--- src/rtl/arb_pkg.sv ---
// Shared definitions for the 8088 bus-hold arbiter: FSM states and counter sizing.
package arb_pkg;

  localparam int CNT_W         = 8;
  localparam int MAX_BURST_DEF = 16;

  localparam logic [CNT_W-1:0] CNT_SAT = {CNT_W{1'b1}};

  typedef enum logic [2:0] {
    ST_IDLE,
    ST_HOLD_REQ,
    ST_GRANT,
    ST_REVOKE,
    ST_RELEASE
  } arb_state_e;

endpackage

--- src/rtl/rr_pick2.sv ---
// Two-way round-robin pick: a lone requester wins, a tie goes to the one not last granted.
module rr_pick2 (
  input  logic [1:0] req_i,
  input  logic       ptr_i,
  output logic       win_o,
  output logic       vld_o
);

  assign vld_o = |req_i;
  assign win_o = (req_i == 2'b11) ? ~ptr_i : req_i[1];

endmodule

--- src/rtl/bus_hold_arbiter.sv ---
// Arbitrates two bus masters for the 8088 via HOLD/HLDA, with a burst limit that
// lets a waiting requester force the current owner off the bus.
module bus_hold_arbiter
  import arb_pkg::*;
#(
  parameter int MAX_BURST = MAX_BURST_DEF
) (
  input  logic       CLK,
  input  logic       RESET_N,
  input  logic [1:0] REQ,
  input  logic       HLDA,
  output logic       HOLD,
  output logic [1:0] GNT,
  output logic       OWNER,
  output logic       BUSY
);

  localparam logic [CNT_W-1:0] BURST_LIM = CNT_W'(MAX_BURST);

  arb_state_e       state_q;
  logic             hold_q;
  logic [1:0]       gnt_q;
  logic             owner_q;
  logic             busy_q;
  logic [CNT_W-1:0] cnt_q;
  logic [CNT_W-1:0] cnt_d;
  logic             ptr_q;
  logic             win_q;
  logic             pick_win;
  logic             pick_vld;
  logic             burst_done;

  rr_pick2 u_pick (
    .req_i (REQ),
    .ptr_i (ptr_q),
    .win_o (pick_win),
    .vld_o (pick_vld)
  );

  assign cnt_d = (cnt_q == CNT_SAT) ? cnt_q : cnt_q + 1'b1;
  // ">=" so a requester arriving after the limit was passed can still revoke.
  assign burst_done = (cnt_q >= BURST_LIM);

  always_ff @(posedge CLK or negedge RESET_N) begin
    if (!RESET_N) begin
      state_q <= ST_IDLE;
      hold_q  <= 1'b0;
      gnt_q   <= 2'b00;
      owner_q <= 1'b0;
      busy_q  <= 1'b0;
      cnt_q   <= '0;
      ptr_q   <= 1'b1;
      win_q   <= 1'b0;
    end else begin
      case (state_q)
        ST_IDLE: begin
          if (pick_vld) begin
            win_q   <= pick_win;
            hold_q  <= 1'b1;
            busy_q  <= 1'b1;
            state_q <= ST_HOLD_REQ;
          end
        end
        ST_HOLD_REQ: begin
          if (HLDA) begin
            if (REQ[win_q]) begin
              gnt_q   <= win_q ? 2'b10 : 2'b01;
              cnt_q   <= CNT_W'(1);
              ptr_q   <= win_q;
              owner_q <= win_q;
              state_q <= ST_GRANT;
            end else begin
              hold_q  <= 1'b0;
              state_q <= ST_RELEASE;
            end
          end
        end
        ST_GRANT: begin
          if (!REQ[owner_q]) begin
            gnt_q   <= 2'b00;
            hold_q  <= 1'b0;
            state_q <= ST_RELEASE;
          end else if (burst_done && REQ[~owner_q]) begin
            gnt_q   <= 2'b00;
            state_q <= ST_REVOKE;
          end else begin
            cnt_q <= cnt_d;
          end
        end
        ST_REVOKE: begin
          // HOLD stays up so the CPU cannot slip in before the owner lets go.
          if (!REQ[owner_q]) begin
            hold_q  <= 1'b0;
            state_q <= ST_RELEASE;
          end
        end
        ST_RELEASE: begin
          if (!HLDA) begin
            busy_q  <= 1'b0;
            state_q <= ST_IDLE;
          end
        end
        default: begin
          state_q <= ST_IDLE;
          hold_q  <= 1'b0;
          gnt_q   <= 2'b00;
          busy_q  <= 1'b0;
        end
      endcase
    end
  end

  assign HOLD  = hold_q;
  assign GNT   = gnt_q;
  assign OWNER = owner_q;
  assign BUSY  = busy_q;

endmodule

--- config.mk ---
export PLATFORM = sky130hd
export DESIGN_NAME = bus_hold_arbiter
export DESIGN_NICKNAME = d
export VERILOG_FILES = /design/src/rtl/arb_pkg.sv /design/src/rtl/rr_pick2.sv /design/src/rtl/bus_hold_arbiter.sv
export SDC_FILE = /design/constraint.sdc
export NUM_CORES = 1
export LEC_CHECK = 0
export CORE_ASPECT_RATIO = 1.1
export CORE_MARGIN = 4
export CORE_UTILIZATION = 45
export CTS_CLUSTER_SIZE = 12
export DETAILED_ROUTE_END_ITERATION = 7
export HOLD_SLACK_MARGIN = 0.08
export PLACE_DENSITY = 0.62
export SLEW_MARGIN = 20
export SYNTH_ARGS = -nofsm -noshare
export SYNTH_HDL_FRONTEND = slang
export SYNTH_SLANG_ARGS = --single-unit
--- constraint.sdc ---
create_clock -name CLK -period 3.37 [get_ports CLK]
set_input_delay 0.337 -clock CLK [delete_from_list [all_inputs] [get_ports CLK]]
set_output_delay 0.337 -clock CLK [all_outputs]
set_load 0.005 [all_outputs]
==> metrics.md, run 1 <==
| Metric | Value |
|---|---|
| Post-synthesis cell type count | `48` |
| Reg-to-reg endpoint | `state_q[0]` |
| Post-DRT Antenna Nets | `0` |
| Leak | `0.000537 uW` |
| First drt pass iteration count | `4` |
| Ys Warns | `0` |
| Core area | `0.00247 mm2` |
| Clock Power Share | `13.5%` |
| Post-synth top area share | `36.8%` |
| # nets final | `135` |
| Max cap viols | `0` |
| Worst-path clk slew | `0.11 ns` |
| Initial antenna violation count | `0` |
| FF-to-FF setup slack | `1.07 ns` |
| CTS Buf Count | `3` |
| FMAX | `434 MHz` |
| EDFF count, synth | `0` |
| Leading area contributor after synthesis | `dfrtp_1` |
| Die height | `61.1 um` |
| Crit path max fanout | `18` |
| P_int | `615 uW` |
| Run status | `finished clean` |
| Mapped cell area | `0.00115 mm2` |
| Final hold violation count | `0` |
| Minimum clock period | `2.30 ns` |
| Final WL | `2.44 mm` |
| HPWL Detailed | `1.74 mm` |
| RSZ-0062 raised after global routing | `no` |
| Max incr delay on CP | `0.67 ns` |
| PD cells | `787 mW/mm2` |
| Via count | `952` |
| Top Ports | `10` |
| DRC viols | `0` |
| Cts-stage hold buffer count | `0` |
| Die Area | `0.00344 mm2` |
| Post-CTS setup buffers | `0` |
| Setup violations, final | `0` |
| Peak supply drop | `0.417 mV` |
| Share of layout cells above drive strength 1 | `14.2%` |
| Period utilisation layout | `68.3%` |
| CP Launch Point | `state_q[1]` |
| Resized Gates After CTS | `0` |
| Most frequent cells in the layout | `dfrtp_1 (17), nand2_1 (11), clkdlybuf4s50_1 (9)` |
| Synth Instances | `123` |
| Synthesized area per cell | `9.39 um2` |
| CTS tree | `yes` |
| Synthesized flop and latch total | `18` |
| Final Util | `51.6%` |
| Buffers on Ports | `9` |
| Reg power frac | `41.1%` |
| Most common cell after layout, fill and taps aside | `dfrtp_1` |
| Initial DRC count | `33` |
| Sw power | `388 uW` |
| Clock root buffer | `clkbuf_4` |
| Setup TNS | `0 ns` |
| Longest Clk Path Bufs | `2` |
| Vias in the first global route | `896` |
| Crit path cell chain | `or3b_2, a311o_2, o31a_1, o21a_4, mux2_4` |
| Fin. max-slew vios | `0` |
| Final GP Congestion | `0.844` |
| Row count | `19` |
| Sw Share | `38.6%` |
| GRT Overall Usage | `15.5%` |
| Largest net degree at the start of global routing | `19` |
| Hold crit path type | `primary input to async pin` |
| Total grt overflow | `0` |
| Least-Margin Pin Slew | `0.828 ns` |
| Slew HR | `44.6%` |
| Worst skew pair latency | `0.29 ns` |
| Global-route wire length before repair | `4.16 mm` |
| Ys async rst share | `100%` |
| Initial Utilization | `46.7%` |
| Logic gate share of total power | `45.4%` |
| N_diodes | `0` |
| Seq/Total Area, Yosys | `39.1%` |
| Primary FF master, synth | `dfrtp_1` |
| Post-DR wirelength/cell | `15.5 um` |
| Worst Path Arrival | `2.49 ns` |
| Worst r2r src | `state_q[1]` |
| Area contributors post-synth | `dfrtp_1 (37%), nand2_1 (3.6%), o21ai_0 (3.5%)` |
| Syn_nets | `130` |
| Worst setup EP type | `flop` |
| Drt via density | `6.03` |
| WP data required | `3.56 ns` |
| Critical Path Source Type | `flop` |
| Critical path class | `flop to flop` |
| Area Overhead vs Synth | `10.4%` |
| Slowest cell on crit path | `dfrtp_1` |
| Count of clock tree sinks | `18` |
| Die span in x | `56.3 um` |
| Reg2reg path depth | `5` |
| CTS H-tree lvls | `1` |
| Clock Skew | `0.00194 ns` |
## power by group through the flow
stage / combinational (uW) / clock (uW) / sequential, uW
3_3_place_gp: 451 / 0 / 412
5_1_grt: 507 / 150 / 429
4_1_cts: 459 / 142 / 409
6_report: 456 / 135 / 412
2_1_floorplan: 389 / 0 / 352
3_5_place_dp: 457 / 0 / 414
## flip-flops by register name, summed over array words and instances (netlist names)
signal and flops:
BUSY 1, GNT 2, HOLD 1, OWNER 1, cnt_q 8, ptr_q 1, state_q 3, win_q 1
## through the flow
step           setup WS, ns  std cells  hold slack (ns)  instance area, um2  total power (uW)
4_1_cts                1.12        158            0.512                1270              1010
3_3_place_gp          0.873        154            0.468                1240               863
2_1_floorplan          1.37        123           0.0414                1150               741
5_1_grt               0.978        158            0.548                1270              1090
6_report               1.07        158            0.505                1270              1000
3_5_place_dp          0.819        154            0.485                1240               871
## worst max-delay path: cells and delay by family (launching register included)
kind / cells / cell delay, ns
DFF: 1 / 0.67
AOI/OAI and AO/OA: 3 / 0.67
and+or+nand+nor: 1 / 0.56
muxes: 1 / 0.29
## area by class of cell
cell class / instances / area, um2
multi-input combinational: 90 / 636
sequential: 18 / 452
tap: 31 / 38.8
timing repair buffer: 9 / 90.1
clock buffer: 4 / 36.3
inverter: 6 / 22.5
fill: 245 / 1200
## cells in the mapped netlist, drive strengths merged (3+ instances only)
cell and n:
clkbuf 3, inv 6, nor2 7, dfrtp 17, nor3b 3, nand3b 3
mux2i 3, mux2 5, nand2 11, buf 6, o21ai 8, nor3 3
and2 3, a21oi 6
## layer usage
layer / vias up / GRT usage [%] / share of wire, %
li1: 466 / - / -
met1: 461 / 20.6 / 49
met2: 18 / 26.2 / 47
met3: 7 / 2.31 / 2.7
met4: 0 / 5.08 / 2.0
met5: - / 0 / 0
## kinds of logic after synthesis
| logic type | share of synthesized area, % |
|---|---|
| buffers and inverters | 5.85 |
| AND/OR/NAND/NOR | 21.0 |
| AO/OA/AOI/OAI | 23.7 |
| multiplexers | 8.13 |
| flip-flops | 39.1 |
| adder cells (fa/ha/maj) | 2.17 |
## worst max-delay path by stage
stage | endpoint | slack [ns] | depth (start not counted)
after floorplan | state_q[0] | 1.37 | 5
after global placement | OWNER | 0.87 | 5
after detailed placement | OWNER | 0.82 | 5
after CTS | state_q[0] | 1.12 | 5
after global routing | cnt_q[2] | 0.98 | 5
final | state_q[0] | 1.07 | 5
No activity file was read; power rests on OpenSTA's default activity.
==> run 2: changes to the inputs <==
- clock period: 3.37 -> 2.4 ns (I/O delays scaled with it)
==> run 2 against run 1 <==
Compared with the run above:
- maximum frequency is 8.9% higher
- combinational power rose by 63%
- utilization up 1.8 points
- critical endpoint is now state_q[1]
- die area stayed put
- sequential share of layout area shrank 1.2 points
- non-clock buffer count up 6
- total power rose by 45%
- sequential power grew 25%
==> metrics.md, run 2 (synthesized netlist as in run 1, its figures left out) <==
| Metric | Value |
|---|---|
| CTS H-tree lvls | `1 (unchanged)` |
| Area Overhead vs Synth | `14.3%` |
| Final GP Congestion | `0.855 (+1.4%)` |
| Critical Path Source Type | `flop` |
| Max FFs per register | `8 (unchanged)` |
| Clock Skew | `0.00436 ns (+0.00242 ns)` |
| Initial antenna violation count | `0 (unchanged)` |
| N_diodes | `0 (unchanged)` |
| Final WL | `2.57 mm (+5.4%)` |
| Die span in x | `56.3 um (unchanged)` |
| Max incr delay on CP | `0.55 ns (-0.12 ns)` |
| First drt pass iteration count | `4 (unchanged)` |
| Total power | `1450 uW (+45%)` |
| Period utilisation layout | `88.1% (+20 points)` |
| Worst Path Arrival | `2.31 ns (-0.18 ns)` |
| Initial DRC count | `24 (-27%)` |
| Most common cell after layout, fill and taps aside | `dfrtp_1` |
| PD cells | `1100 mW/mm2 (+40%)` |
| Vias in the first global route | `968 (+8.0%)` |
| Top Ports | `10 (unchanged)` |
| Fill cells | `244 (-0.41%)` |
| Worst skew pair latency | `0.30 ns (about the same)` |
| Total grt overflow | `0 (unchanged)` |
| Biggest register | `cnt_q` |
| FF-to-FF setup slack | `0.29 ns (-0.78 ns)` |
| Resized Gates After CTS | `0 (unchanged)` |
| Die height | `61.1 um (unchanged)` |
| Run status | `finished clean` |
| Largest net degree at the start of global routing | `19 (unchanged)` |
| Max cap viols | `0 (unchanged)` |
| Clock root buffer | `clkbuf_4` |
| # nets final | `141 (+4.4%)` |
| Worst hold margin | `0.393 ns (-0.112 ns)` |
| Leak | `0.000567 uW (+5.6%)` |
| HPWL Detailed | `1.86 mm (+6.7%)` |
| Cts-stage hold buffer count | `0 (unchanged)` |
| Via count | `998 (+4.8%)` |
| Placed Instances | `160 (+3.9%)` |
| Crit path max fanout | `6 (-12)` |
| Setup TNS | `0 ns (unchanged)` |
| Critical path class | `flop to flop` |
| Die Area | `0.00344 mm2 (unchanged)` |
| CTS tree | `yes` |
| WP data required | `2.60 ns (-0.96 ns)` |
| CTS Buf Count | `3 (unchanged)` |
| GRT Overall Usage | `16.0% (+0.57 points)` |
| Minimum clock period | `2.11 ns (-0.189 ns)` |
| CP delay by family, top | `compound AO/OA/AOI/OAI gates` |
| Worst-path clk slew | `0.11 ns (about the same)` |
| Post-DR wirelength/cell | `15.7 um (+1.5%)` |
| Least-Margin Pin Slew | `0.811 ns (-0.0169 ns)` |
| Share of layout cells above drive strength 1 | `18.0% (+3.9 points)` |
| Slew HR | `45.8% (+1.1 points)` |
| Most frequent cells in the layout | `dfrtp_1 (17), nand2_1 (11), clkdlybuf4s50_1 (9)` |
| Post-DRT Antenna Nets | `0 (unchanged)` |
| Fin. max-slew vios | `0 (unchanged)` |
| Setup violations, final | `0 (unchanged)` |
| Core area | `0.00247 mm2 (unchanged)` |
| Worst Path Buf+Inv | `0 (unchanged)` |
| DRC viols | `0 (unchanged)` |
| Crit path cell chain | `or4_4, a311o_2, o31a_1, o21a_4, mux2_4` |
| Global-route wire length before repair | `4.33 mm (+4.0%)` |
| Initial Utilization | `46.7% (unchanged)` |
| Worst setup EP type | `flop` |
| Peak supply drop | `0.543 mV (+30%)` |
| Final hold violation count | `0 (unchanged)` |
| Post-CTS setup buffers | `0 (unchanged)` |
| FMAX | `473 MHz (+8.9%)` |
| Slowest cell on crit path | `or4_4` |
| Buffers on Ports | `9 (unchanged)` |
| Hold crit path type | `primary input to async pin` |
| Longest Clk Path Bufs | `2 (unchanged)` |
| Count of clock tree sinks | `18 (unchanged)` |
| Fin cells | `164 (+3.8%)` |
| Row count | `19 (unchanged)` |
| RSZ-0062 raised after global routing | `no` |
| Drt via density | `6.09 (+1.0%)` |
run 2: cell types whose count changed in the layout (fill, tap and decap cells not counted):
cell	previous run	this run
buf_4	0	6
run 2: final timing paths:
kind	start	to	cells past startpoint
max	cnt_q[4]	state_q[1]	5
min	RESET_N	state_q[0]	1
max reg2reg	cnt_q[4]	state_q[1]	5
min reg2reg	GNT[0]	GNT[0]	2
max in group asynchronous	RESET_N	OWNER	1
min in group CLK	GNT[0]	GNT[0]	2
run 2: worst reg2reg max path: stages (launching register included):
cell	delay, ns
dfrtp_1	0.44
or4_4	0.55
a311o_2	0.46
o31a_1	0.13
o21a_4	0.13
mux2_4	0.29
run 2: layout make-up:
cell class | instances | area, um2 | area share, %
clock buffers | 4 | 36.3 | 2.75
multi-input cells | 90 | 636 | 48.2
flip-flops and latches | 18 | 452 | 34.2
well taps | 31 | 38.8 | 2.94
repair buffers | 15 | 135 | 10.2
inverters | 6 | 22.5 | 1.71
run 2: stage by stage:
stage	util [%]	setup slack [ns]	area, um2
after floorplan	-	0.400	1150
after global placement	51.9	0.236	1280
after detailed placement	51.9	0.183	1280
after CTS	53.4	0.282	1320
after global routing	53.4	0.211	1320
final	53.4	0.286	1320
run 2: per-layer routing:
metal	share of wire (%)	track usage [%]	vias to the layer above	wire length (um)
li1	-	-	474	-
met1	43	19.2	488	1120
met2	51	29.0	32	1320
met3	4.0	2.52	4	104
met4	1.2	7.12	0	32
met5	0	0	-	0
run 2: report_power, final:
group	total [uW]	internal (uW)	switching (uW)
clock	194	92.5	102
combinational	745	388	358
sequential	515	417	98.3
==> run 3: changes to the inputs <==
- REMOVE_ABC_BUFFERS: default -> 1
==> run 3 against run 2 <==
Compared with the run above:
- combinational power grew 3.0%
- final cell count grew 1.8%
- clock skew grew 0.0011 ns
- critical path type unchanged
- critical path depth is the same
- count of clock-buffer cells in the layout is the same
- sequential power shrank 2%
==> metrics.md, run 3 (synthesized netlist as in run 1, its figures left out) <==
| Metric | Value |
|---|---|
| Run status | `finished clean` |
| Leak | `0.000576 uW (+1.6%)` |
| Post-CTS setup buffers | `0 (unchanged)` |
| Logic gate share of total power | `53.6% (+2.4 points)` |
| Die span in x | `56.3 um (unchanged)` |
| Count of clock tree sinks | `18 (unchanged)` |
| Via count | `963 (-3.5%)` |
| Die Area | `0.00344 mm2 (unchanged)` |
| Sw Share | `38.2% (-0.17 points)` |
| Top Ports | `10 (unchanged)` |
| CTS Buf Count | `3 (unchanged)` |
| Max cap viols | `0 (unchanged)` |
| Global-route wire length before repair | `4.15 mm (-4.2%)` |
| Buffers on Ports | `9 (unchanged)` |
| Worst-path clk slew | `0.11 ns (about the same)` |
| Final hold violation count | `0 (unchanged)` |
| HPWL Detailed | `1.83 mm (-1.2%)` |
| Sw power | `547 uW (-2.0%)` |
| Clock root buffer | `clkbuf_4` |
| RSZ-0062 raised after global routing | `no` |
| Most common cell after layout, fill and taps aside | `dfrtp_1` |
| Setup TNS | `0 ns (unchanged)` |
| Total grt overflow | `0 (unchanged)` |
| Largest net degree at the start of global routing | `19 (unchanged)` |
| Worst skew pair latency | `0.30 ns (about the same)` |
| Cts-stage hold buffer count | `0 (unchanged)` |
| Setup violations, final | `0 (unchanged)` |
| Initial Utilization | `46.7% (unchanged)` |
| DRC viols | `0 (unchanged)` |
| Worst hold margin | `0.257 ns (-0.136 ns)` |
| Slew HR | `77.0% (+31 points)` |
| Drt via density | `5.77 (-5.2%)` |
| Clock Power Share | `11.2% (-2.2 points)` |
| Clock Skew | `0.00549 ns (+0.00113 ns)` |
| Share of layout cells above drive strength 1 | `19.1% (+1.1 points)` |
| Peak supply drop | `0.664 mV (+22%)` |
| Placed cell areas | `0.00131 mm2 (+1.8%)` |
| Row count | `19 (unchanged)` |
| Die height | `61.1 um (unchanged)` |
| Post-DRT Antenna Nets | `0 (unchanged)` |
| GRT Overall Usage | `15.6% (-0.40 points)` |
| N_diodes | `0 (unchanged)` |
| Critical Path Source Type | `flop` |
| # nets final | `144 (+2.1%)` |
| Reg power frac | `35.2% (-0.2 points)` |
| CTS tree | `yes` |
| Crit path max fanout | `9 (+3)` |
| Longest Clk Path Bufs | `2 (unchanged)` |
| Post-DR wirelength/cell | `14.6 um (-7.0%)` |
| Hold crit path type | `primary input to async pin` |
| Final GP Congestion | `0.840 (-1.8%)` |
| First drt pass iteration count | `4 (unchanged)` |
| Vias in the first global route | `904 (-6.6%)` |
| Core area | `0.00247 mm2 (unchanged)` |
| FMAX | `466 MHz (-1.4%)` |
| Biggest register | `cnt_q` |
| WP data required | `2.59 ns (about the same)` |
| Most frequent cells in the layout | `dfrtp_1 (17), nand2_1 (11), clkdlybuf4s50_1 (9), buf_4 (9), o21ai_0 (8)` |
| P_int | `885 uW (-1.3%)` |
| Resized Gates After CTS | `0 (unchanged)` |
| Initial DRC count | `40 (+67%)` |
| Final WL | `2.44 mm (-5.3%)` |
| Initial antenna violation count | `0 (unchanged)` |
| Fin area | `0.00133 mm2 (+0.95%)` |
| Worst Path Arrival | `2.34 ns (+0.03 ns)` |
| Period utilisation layout | `89.3% (+1.3 points)` |
| Minimum clock period | `2.14 ns (+0.0307 ns)` |
| Worst setup EP type | `flop` |
| CTS H-tree lvls | `1 (unchanged)` |
| Area Overhead vs Synth | `15.4%` |
| Fin. max-slew vios | `0 (unchanged)` |
| Least-Margin Pin Slew | `0.341 ns (-0.470 ns)` |
| Critical path class | `flop to flop` |
| Max FFs per register | `8 (unchanged)` |
| PD cells | `1070 mW/mm2 (-2.5%)` |
[run 3: cell types whose count changed in the layout (fill, tap and decap cells not counted)]
cell,change
buf_4,+3
clkbuf_1,+1
clkbuf_8,-1
[run 3: path summary, 6_finish.rpt]
kind	start	end	slack [ns]	depth (start not counted)
worst max-delay path	state_q[1]	state_q[0]	0.26	5
worst min-delay path	RESET_N	BUSY	0.26	2
worst max register to register	state_q[1]	state_q[0]	0.26	5
worst min register to register	GNT[0]	GNT[0]	0.50	2
max in group asynchronous	RESET_N	ptr_q	1.87	2
min in group CLK	GNT[0]	GNT[0]	0.50	2
[run 3: routing by layer]
layer	vias up	track usage [%]	routed length, um
met5	-	0	0
met1	460	19.7	1130
li1	483	-	-
met2	15	27.0	1190
met4	0	7.12	42
met3	5	2.31	83
[run 3: power by group through the flow]
| stage | combinational, uW | clock, uW | sequential [uW] |
|---|---|---|---|
| global route | 845 | 183 | 521 |
| global placement | 758 | 0 | 506 |
| detailed placement | 771 | 0 | 509 |
| finish | 767 | 161 | 504 |
| CTS | 772 | 169 | 504 |
| floorplan | 454 | 0 | 545 |
[run 3: worst max-delay path: stages, from the launching register on]
cell	delay, ns
dfrtp_1	0.52
or3b_2	0.56
a311o_2	0.40
o31a_1	0.13
o21a_4	0.14
mux2_4	0.29
[run 3: area by class of cell]
cell class	instances	area, um2
timing repair buffer	18	158
multi-input combinational	90	636
clock buffer	4	26.3
tap	31	38.8
inverter	6	22.5
sequential	18	452
fill	230	1140
[run 3: per-stage QoR]
step / cells / setup WS (ns) / util [%] / total power, uW
floorplan: 114 / 0.357 / - / 1000
global placement: 163 / 0.288 / 52.8 / 1260
detailed placement: 163 / 0.264 / 52.8 / 1280
CTS: 167 / 0.269 / 53.9 / 1450
global route: 167 / 0.172 / 53.9 / 1550
finish: 167 / 0.256 / 53.9 / 1430
